==> config.mk <==
export PLATFORM = sky130hd
export DESIGN_NAME = led_prog_ram
export DESIGN_NICKNAME = d
export VERILOG_FILES = /design/src/rtl/led_prog_ram.sv
export SDC_FILE = /design/constraint.sdc
export NUM_CORES = 2
export LEC_CHECK = 0
export BUFFER_PORTS_ARGS = -buffer_cell sky130_fd_sc_hd__buf_4
export CAP_MARGIN = 10
export CORE_MARGIN = 2
export CORE_UTILIZATION = 66
export CTS_BUF_LIST = sky130_fd_sc_hd__clkbuf_8
export DETAILED_ROUTE_END_ITERATION = 12
export PLACE_DENSITY = 0.79
export REMOVE_ABC_BUFFERS = 1
export SKIP_CTS_REPAIR_TIMING = 1
export SYNTH_ARGS = -nofsm -noshare
export SYNTH_HDL_FRONTEND = slang
export SYNTH_SLANG_ARGS = --single-unit
==> constraint.sdc <==
create_clock -name clk -period 4.7 [get_ports clk]
set_input_delay 0.94 -clock clk [delete_from_list [all_inputs] [get_ports clk]]
set_output_delay 0.94 -clock clk [all_outputs]
set_load 0.01 [all_outputs]
==> src/rtl/led_prog_ram.sv <==
// Program memory for the LED CPU core with a byte-serial loader.
// The core reads through a registered synchronous port. A host byte stream
// is packed high-byte-first into 16-bit words, which are written one after
// another starting at address 0. The loading output is ORed into the core
// reset at the top level, so the core stays in reset while a load runs.
module led_prog_ram #(
  parameter int ADDR_W = 8,
  parameter int DATA_W = 16
) (
  input  logic              clk,
  input  logic              rst,
  input  logic [ADDR_W-1:0] addrRd,
  output logic [DATA_W-1:0] dataRd,
  input  logic              load_start,
  input  logic              load_end,
  input  logic [7:0]        byte_in,
  input  logic              byte_valid,
  output logic              byte_ready,
  output logic              loading,
  output logic [ADDR_W:0]   words_loaded,
  output logic              overflow
);

  localparam int DEPTH = 2 ** ADDR_W;
  // The word count equals DEPTH exactly when only its MSB is set.
  localparam logic [ADDR_W:0] DEPTH_C = {1'b1, {ADDR_W{1'b0}}};

  localparam logic [1:0] ST_IDLE = 2'd0;
  localparam logic [1:0] ST_HI   = 2'd1;
  localparam logic [1:0] ST_LO   = 2'd2;
  localparam logic [1:0] ST_WR   = 2'd3;

  logic [DATA_W-1:0] mem [DEPTH];

  logic [1:0]        state_r, state_s;
  logic [ADDR_W-1:0] ptr_r, ptr_s;
  logic [ADDR_W:0]   words_r, words_s;
  logic              ovf_r, ovf_s;
  logic [7:0]        hi_r, hi_s;
  logic [7:0]        lo_r, lo_s;
  logic              end_pend_r, end_pend_s;
  logic              ready_r, ready_s;
  logic              loading_r, loading_s;
  logic              dout_we_s;
  logic              accept_s;
  logic [DATA_W-1:0] data_rd_r;

  assign dataRd       = data_rd_r;
  assign byte_ready   = ready_r;
  assign loading      = loading_r;
  assign words_loaded = words_r;
  assign overflow     = ovf_r;

  // Loader next-state logic: byte packing, word commit and load restart.
  always_comb begin
    state_s    = state_r;
    ptr_s      = ptr_r;
    words_s    = words_r;
    ovf_s      = ovf_r;
    hi_s       = hi_r;
    lo_s       = lo_r;
    end_pend_s = end_pend_r;
    dout_we_s  = 1'b0;
    accept_s   = byte_valid && ready_r;

    case (state_r)
      ST_IDLE: begin
        if (load_start) begin
          state_s    = ST_HI;
          ptr_s      = {ADDR_W{1'b0}};
          words_s    = {(ADDR_W+1){1'b0}};
          ovf_s      = 1'b0;
          end_pend_s = 1'b0;
        end else begin
          state_s = ST_IDLE;
        end
      end
      ST_HI: begin
        end_pend_s = 1'b0;
        if (load_start) begin
          state_s = ST_HI;
          ptr_s   = {ADDR_W{1'b0}};
          words_s = {(ADDR_W+1){1'b0}};
          ovf_s   = 1'b0;
        end else if (load_end || end_pend_r) begin
          // A load_end seen during WR ends the load here.
          state_s = ST_IDLE;
        end else if (accept_s) begin
          hi_s    = byte_in;
          state_s = ST_LO;
        end else begin
          state_s = ST_HI;
        end
      end
      ST_LO: begin
        end_pend_s = 1'b0;
        if (load_start) begin
          // The pending high byte is dropped; packing restarts at address 0.
          state_s = ST_HI;
          ptr_s   = {ADDR_W{1'b0}};
          words_s = {(ADDR_W+1){1'b0}};
          ovf_s   = 1'b0;
        end else if (load_end) begin
          state_s = ST_IDLE;
        end else if (accept_s) begin
          lo_s    = byte_in;
          state_s = ST_WR;
        end else begin
          state_s = ST_LO;
        end
      end
      ST_WR: begin
        if (words_r != DEPTH_C) begin
          dout_we_s = 1'b1;
          ptr_s     = ptr_r + {{(ADDR_W-1){1'b0}}, 1'b1};
          words_s   = words_r + {{ADDR_W{1'b0}}, 1'b1};
        end else begin
          ovf_s = 1'b1;
        end
        if (load_start) begin
          // The word being committed still lands; only the counters restart.
          ptr_s      = {ADDR_W{1'b0}};
          words_s    = {(ADDR_W+1){1'b0}};
          ovf_s      = 1'b0;
          end_pend_s = 1'b0;
        end else begin
          end_pend_s = load_end;
        end
        state_s = ST_HI;
      end
      default: begin
        state_s = ST_IDLE;
      end
    endcase

    ready_s   = (state_s == ST_HI) || (state_s == ST_LO);
    loading_s = (state_s != ST_IDLE);
  end

  // Loader state and registered status outputs.
  always_ff @(posedge clk or negedge rst) begin
    if (!rst) begin
      state_r    <= ST_IDLE;
      ptr_r      <= {ADDR_W{1'b0}};
      words_r    <= {(ADDR_W+1){1'b0}};
      ovf_r      <= 1'b0;
      hi_r       <= 8'h00;
      lo_r       <= 8'h00;
      end_pend_r <= 1'b0;
      ready_r    <= 1'b0;
      loading_r  <= 1'b0;
    end else begin
      state_r    <= state_s;
      ptr_r      <= ptr_s;
      words_r    <= words_s;
      ovf_r      <= ovf_s;
      hi_r       <= hi_s;
      lo_r       <= lo_s;
      end_pend_r <= end_pend_s;
      ready_r    <= ready_s;
      loading_r  <= loading_s;
    end
  end

  // Memory write port; the contents survive reset.
  always_ff @(posedge clk) begin
    if (dout_we_s) begin
      mem[ptr_r] <= {hi_r, lo_r};
    end
  end

  // Registered read port. A write to the same address in the same cycle returns the old word.
  always_ff @(posedge clk or negedge rst) begin
    if (!rst) begin
      data_rd_r <= {DATA_W{1'b0}};
    end else begin
      data_rd_r <= mem[addrRd];
    end
  end

endmodule

### Word level (Yosys, flattened, before mapping)

Memory sizes are Yosys's and may differ from the RTL's. A register that Yosys moved wholly into a read port is not among the register bits.
Index checks and enable logic that the tools add are counted.
W data, S select, Z words.

* memories: 1
* input port bits: 21
* RAM bits: 4096
* word-level logic and storage cells: 63
* output and inout bits: 28
* flip-flop bits (word level): 39

Memory list
* mem: depth 256, bits a word 16, rd ports 1, clocked after Yosys merged registers in 1, write ports 1, RTL line 33 `logic [DATA_W-1:0] mem [DEPTH];`

* add/subtract/negate cells: 2
* bitwise operators: 3
* reductions and logical operators: 12
* eq/ne operators: 10
* mux-type cells: 26

Operators by type and width (number)
* $mux W9: 3
* $mux W8: 3
* $pmux W9 S2: 1
* $pmux W8 S2: 1
* $mux W1: 10
* $mux W2: 5
* $add A9 B1 Y9 const B: 1
* $ne A9 B9 Y1 const B: 1
* $add A8 B1 Y8 const B: 1
* $pmux W2 S4: 1
* $reduce_and A4 Y1: 2
* $eq A2 B2 Y1 const B: 3
* $ne A3 B3 Y1 const B: 2
* $eq A2 B1 Y1 const B: 2
* $reduce_and A2 Y1: 2
* $not A1 Y1: 3
* $pmux W1 S3: 1
* $reduce_or A3 Y1: 1
* $logic_not A2 Y1: 1
* $logic_or A1 B1 Y1: 2
* $ne A2 B1 Y1 const B: 1
* $ne A2 B2 Y1 const B: 1
* $pmux W1 S2: 1
* $reduce_bool A2 Y1: 1
* 3 further kinds: 3

### Logic depth before layout (Yosys ltp)

* depth after elaboration: 7
* gate-level depth with buffers: 14
* gate-level depth less buffers: 8

### Worst setup path before layout

No wires, ideal clock.

* path type: flip-flop to flip-flop
* start point: register hi_r[2]
* end point: memory mem[0][10], data pin
* path slack: 713 ps
* period minus slack after synthesis: 3987 ps
* required time: 3896 ps
* cell stages (with the launch flop): 1
* arrival time: 3183 ps
* library setup time: 804 ps
* cells stage by stage: dfrtp_1

RTL lines
* from (decl): RTL line 39 `logic [7:0] hi_r, hi_s;`
* from (signal assigned): RTL line 157 `hi_r <= hi_s;`
* to (decl): RTL line 33

Straight into the memory's write port.

### Worst setup path after layout

* start point: register state_r[1]
* end point: memory mem[7][10], enable pin

* word-level cells in the longest chain between the ends: 4

Ends and longest elaborated chain
* from (decl): RTL line 35 `logic [1:0] state_r, state_s;`
* from (signal assigned): RTL line 153 `state_r <= state_s;`
* $eq A2 B2 Y1: RTL line 66 `case (state_r)`
* $mux W1: RTL line 66
* $mux W1: RTL line 167 `if (dout_we_s) begin`
* $mux W1 (implied by the code): RTL line 168 `mem[ptr_r] <= {hi_r, lo_r};`

Every way passes these cells.

==> flow_summary_export.csv <==
group,metric,value,unit
setup_path,max_stage_delay,0.82,ns
drt,avgViaCountPerCell,6.95,
place,dp_hpwl,244000,um
drt,vias,83200,
logic_synthesis,synth-xor-area-share,0.0762,%
global_route,overflow,0,
setup_path,required,5.47,ns
setup_path,worstPathMaxFanout,16,
floorplan,pin_count,49,
setup_path,crit_top_cell,"buf_4",
power,ir_drop,0.000384,V
logic_synthesis,synth_adder_area_share,0.0544,%
setup_path,crit_slowest_cell,"a41oi_2",
floorplan,rows,181,
drt,drcViolationCount,0,
global_route,grt_pass1_vias,82000,
place,placed_area,167000,um2
power,p_leak,0.0582,uW
logic_synthesis,synth_compound_area_share,2.87,%
timing,rsz0062_at_grt,"false",
setup_path,critPathKind,"reg -> reg",
logic_synthesis,synth_edf_count,4096,
timing,timing.slew.headroom,0.636,%
run_status,violations,"capacitance limit",
floorplan,coreArea,243000,um2
drt,wl_met1,143000,um
run_status,status,"complete, but fails checks",
logic_synthesis,synth_area,161000,um2
clock_tree,cts_buffer_depth,4,
logic_synthesis,muxShareOfSynthArea,15.5,%
setup_path,start_kind,"flip-flop",
timing,hold_violations,0,
drt,ant_nets,0,
clock_tree,path_clk_slew,0.06,ns
setup_path,path_buf_inv,3,
logic_synthesis,ys_types,66,
drt,drt_iter0_drc,13200,
timing,fin_crit,4.27,ns
floorplan,dieArea,248000,um2
clock_tree,numCtsBuffers,639,
layout,layout.cells.non_filler,12000,
drt,dr_wl_met3,52100,um
setup_path,path_delay_family,"simple AND/OR/NAND/NOR gates",
logic_synthesis,synth_top_family_by_area,"multiplexers",
clock_tree,clockRootBuffer,"clkbuf_8",
timing,finClkSkew,0.0984,ns
drt,wl_per_cell,34.0,um
layout,mostFrequentLayoutCell,"edfxtp_1",
logic_synthesis,syn_inst,7507,
place,place_ws,0.0591,ns
setup_path,arrival,5.04,ns
clock_tree,cts_tree,"done",
global_route,grt_pass1_wl,581000,um
drt,drt_first_pass_iters,7,
place,port_buffers,48,
clock_tree,htree_levels,6,
layout,area_growth_syn_to_layout,11.0,%
layout,final_cell_mix,"edfxtp_1 (4096), mux4_2 (783), clkbuf_8 (659), mux2i_1 (635), buf_4 (513)",
layout,drive_gt1_share,25.0,%
timing,tightest_slew,1.47,ns
drt,dr_wl_met2,190000,um
logic_synthesis,postSynth.asyncResetShare,1.32,%
timing,setup_violations,0,
timing,max_freq,0.234,GHz
logic_synthesis,synth_flop_cell,"edfxtp_1",
place,routabilityCongestion,0.997,
timing,fin_setup_tns,0,ns
clock_tree,clk_latency,1.15,ns
timing,slew_viol_final,0,
setup_path,path_cells,"nand2_1 -> a41oi_2 -> nand2_1 -> nor2_1 -> nand2_2 -> buf_4 -> buf_4 -> nor2_1 -> buf_4",
floorplan,die_x,498,um
drt,wl,407000,um
power,power_density,419,nW/um2
logic_synthesis,synth_simple_gate_area_share,2.20,%
layout,nNetsFinal,8317,
floorplan,start_util,66.3,%
timing,period_share,90.9,%
drt,top_layer_used,"met5",
place,dp_cells,10800,
logic_synthesis,syn_area_per_cell,21.4,um2
power,power.total,74800,uW
global_route,track_usage,33.0,%
worst_hold_path,hold_path_class,"in -> reg",
logic_synthesis,seq_area_frac_synth,77.3,%
floorplan,dieHeight,498,um
setup_path,critPathCaptureType,"flip-flop",
clock_tree,clock_sinks,4151,
timing,layout_setup_ws,0.430,ns
logic_synthesis,ys_ff_latch,4151,
global_route,antenna_found_initial,11,
global_route,grt_max_degree,225,
layout,finalInstanceArea,179000,um2
logic_synthesis,synth-warning-count,0,
run,max-cap-violations,1,
[final timing paths]
path	startpoint	endpoint	slack [ns]	cells after the start
worst min-delay path	byte_in[1]	hi_r[1]$_DFFE_PN0P_	0.02	3
worst min register to register	end_pend_r$_DFFE_PN0P_	end_pend_r$_DFFE_PN0P_	0.52	2
max in group asynchronous	rst	overflow$_DFFE_PN0P_	3.48	3
worst max-delay path	state_r[1]$_DFF_PN0_	mem[7][10]$_DFFE_PP_	0.43	9
worst max register to register	state_r[1]$_DFF_PN0_	mem[7][10]$_DFFE_PP_	0.43	9
min in group asynchronous	rst	dataRd[2]$_DFF_PN0_	0.37	2
[sequential cells by signal (all words and copies together), names as in the netlist]
name          count
byte_ready        1
overflow          1
dataRd           16
hi_r              8
mem            4096
ptr_r             8
end_pend_r        1
state_r           2
lo_r              8
loading           1
words_loaded      9
[through the flow]
step                utilization [%]  hold WS, ns
floorplan                         -        0.496
global placement               68.9        0.510
detailed placement             68.9        0.517
CTS                            73.6       -0.253
global route                   73.6      0.00637
finish                         73.6       0.0233
[report_power, final]
group	leakage, uW	internal [uW]	switching [uW]
registers	0.0372	42200	488
logic	0.0145	1410	3500
clock network	0.00660	13700	13500
total	0.0582	57400	17500
[layer usage]
metal	track usage [%]	up-vias
met4	15.4	14
li1	-	33300
met5	0	-
met1	46.4	42400
met3	7.92	1016
met2	49.9	6450
[cells in the mapped netlist (52+ instances only)]
cell / instances / share of area (%)
nand2_1: 77 / 0.18
nor3_1: 193 / 0.60
mux4_2: 783 / 11
buf_6: 52 / 0.36
edfxtp_1: 4096 / 76
mux2i_1: 635 / 3.9
o221ai_1: 194 / 1.1
a21oi_1: 115 / 0.36
nor2_1: 329 / 0.77
dfrtp_1: 55 / 0.86
clkbuf_1: 182 / 0.42
o21ai_0: 55 / 0.17
buf_2: 86 / 0.27
o22ai_1: 237 / 0.92
[layout make-up]
type | count | area, um2
Antenna cell | 4 | 10.0
Fill cell | 12800 | 64100
Tap cell | 3202 | 4010
Sequential cell | 4151 | 124000
Clock buffer | 658 | 9060
Inverter | 14 | 61.3
Timing Repair Buffer | 588 | 5330
Clock inverter | 462 | 2350
Multi-Input combinational cell | 2895 | 33500
[worst register-to-register path: stages, from the launching register on]
cell     delay (ns)
dfrtp_1        0.36
nand2_1        0.36
a41oi_2        0.83
nand2_1        0.14
nor2_1         0.35
nand2_2        0.52
buf_4          0.43
buf_4          0.24
nor2_1         0.31
buf_4          0.36
[cell families after synthesis]
family / count (synthesis)
DFF: 4151
muxes: 1462
and+or+nand+nor: 740
AOI/OAI and AO/OA: 672
buffers and inverters: 461
xor gates and xnor gates: 14
adders and majority gates: 7
(Power assumes the default switching activity.)
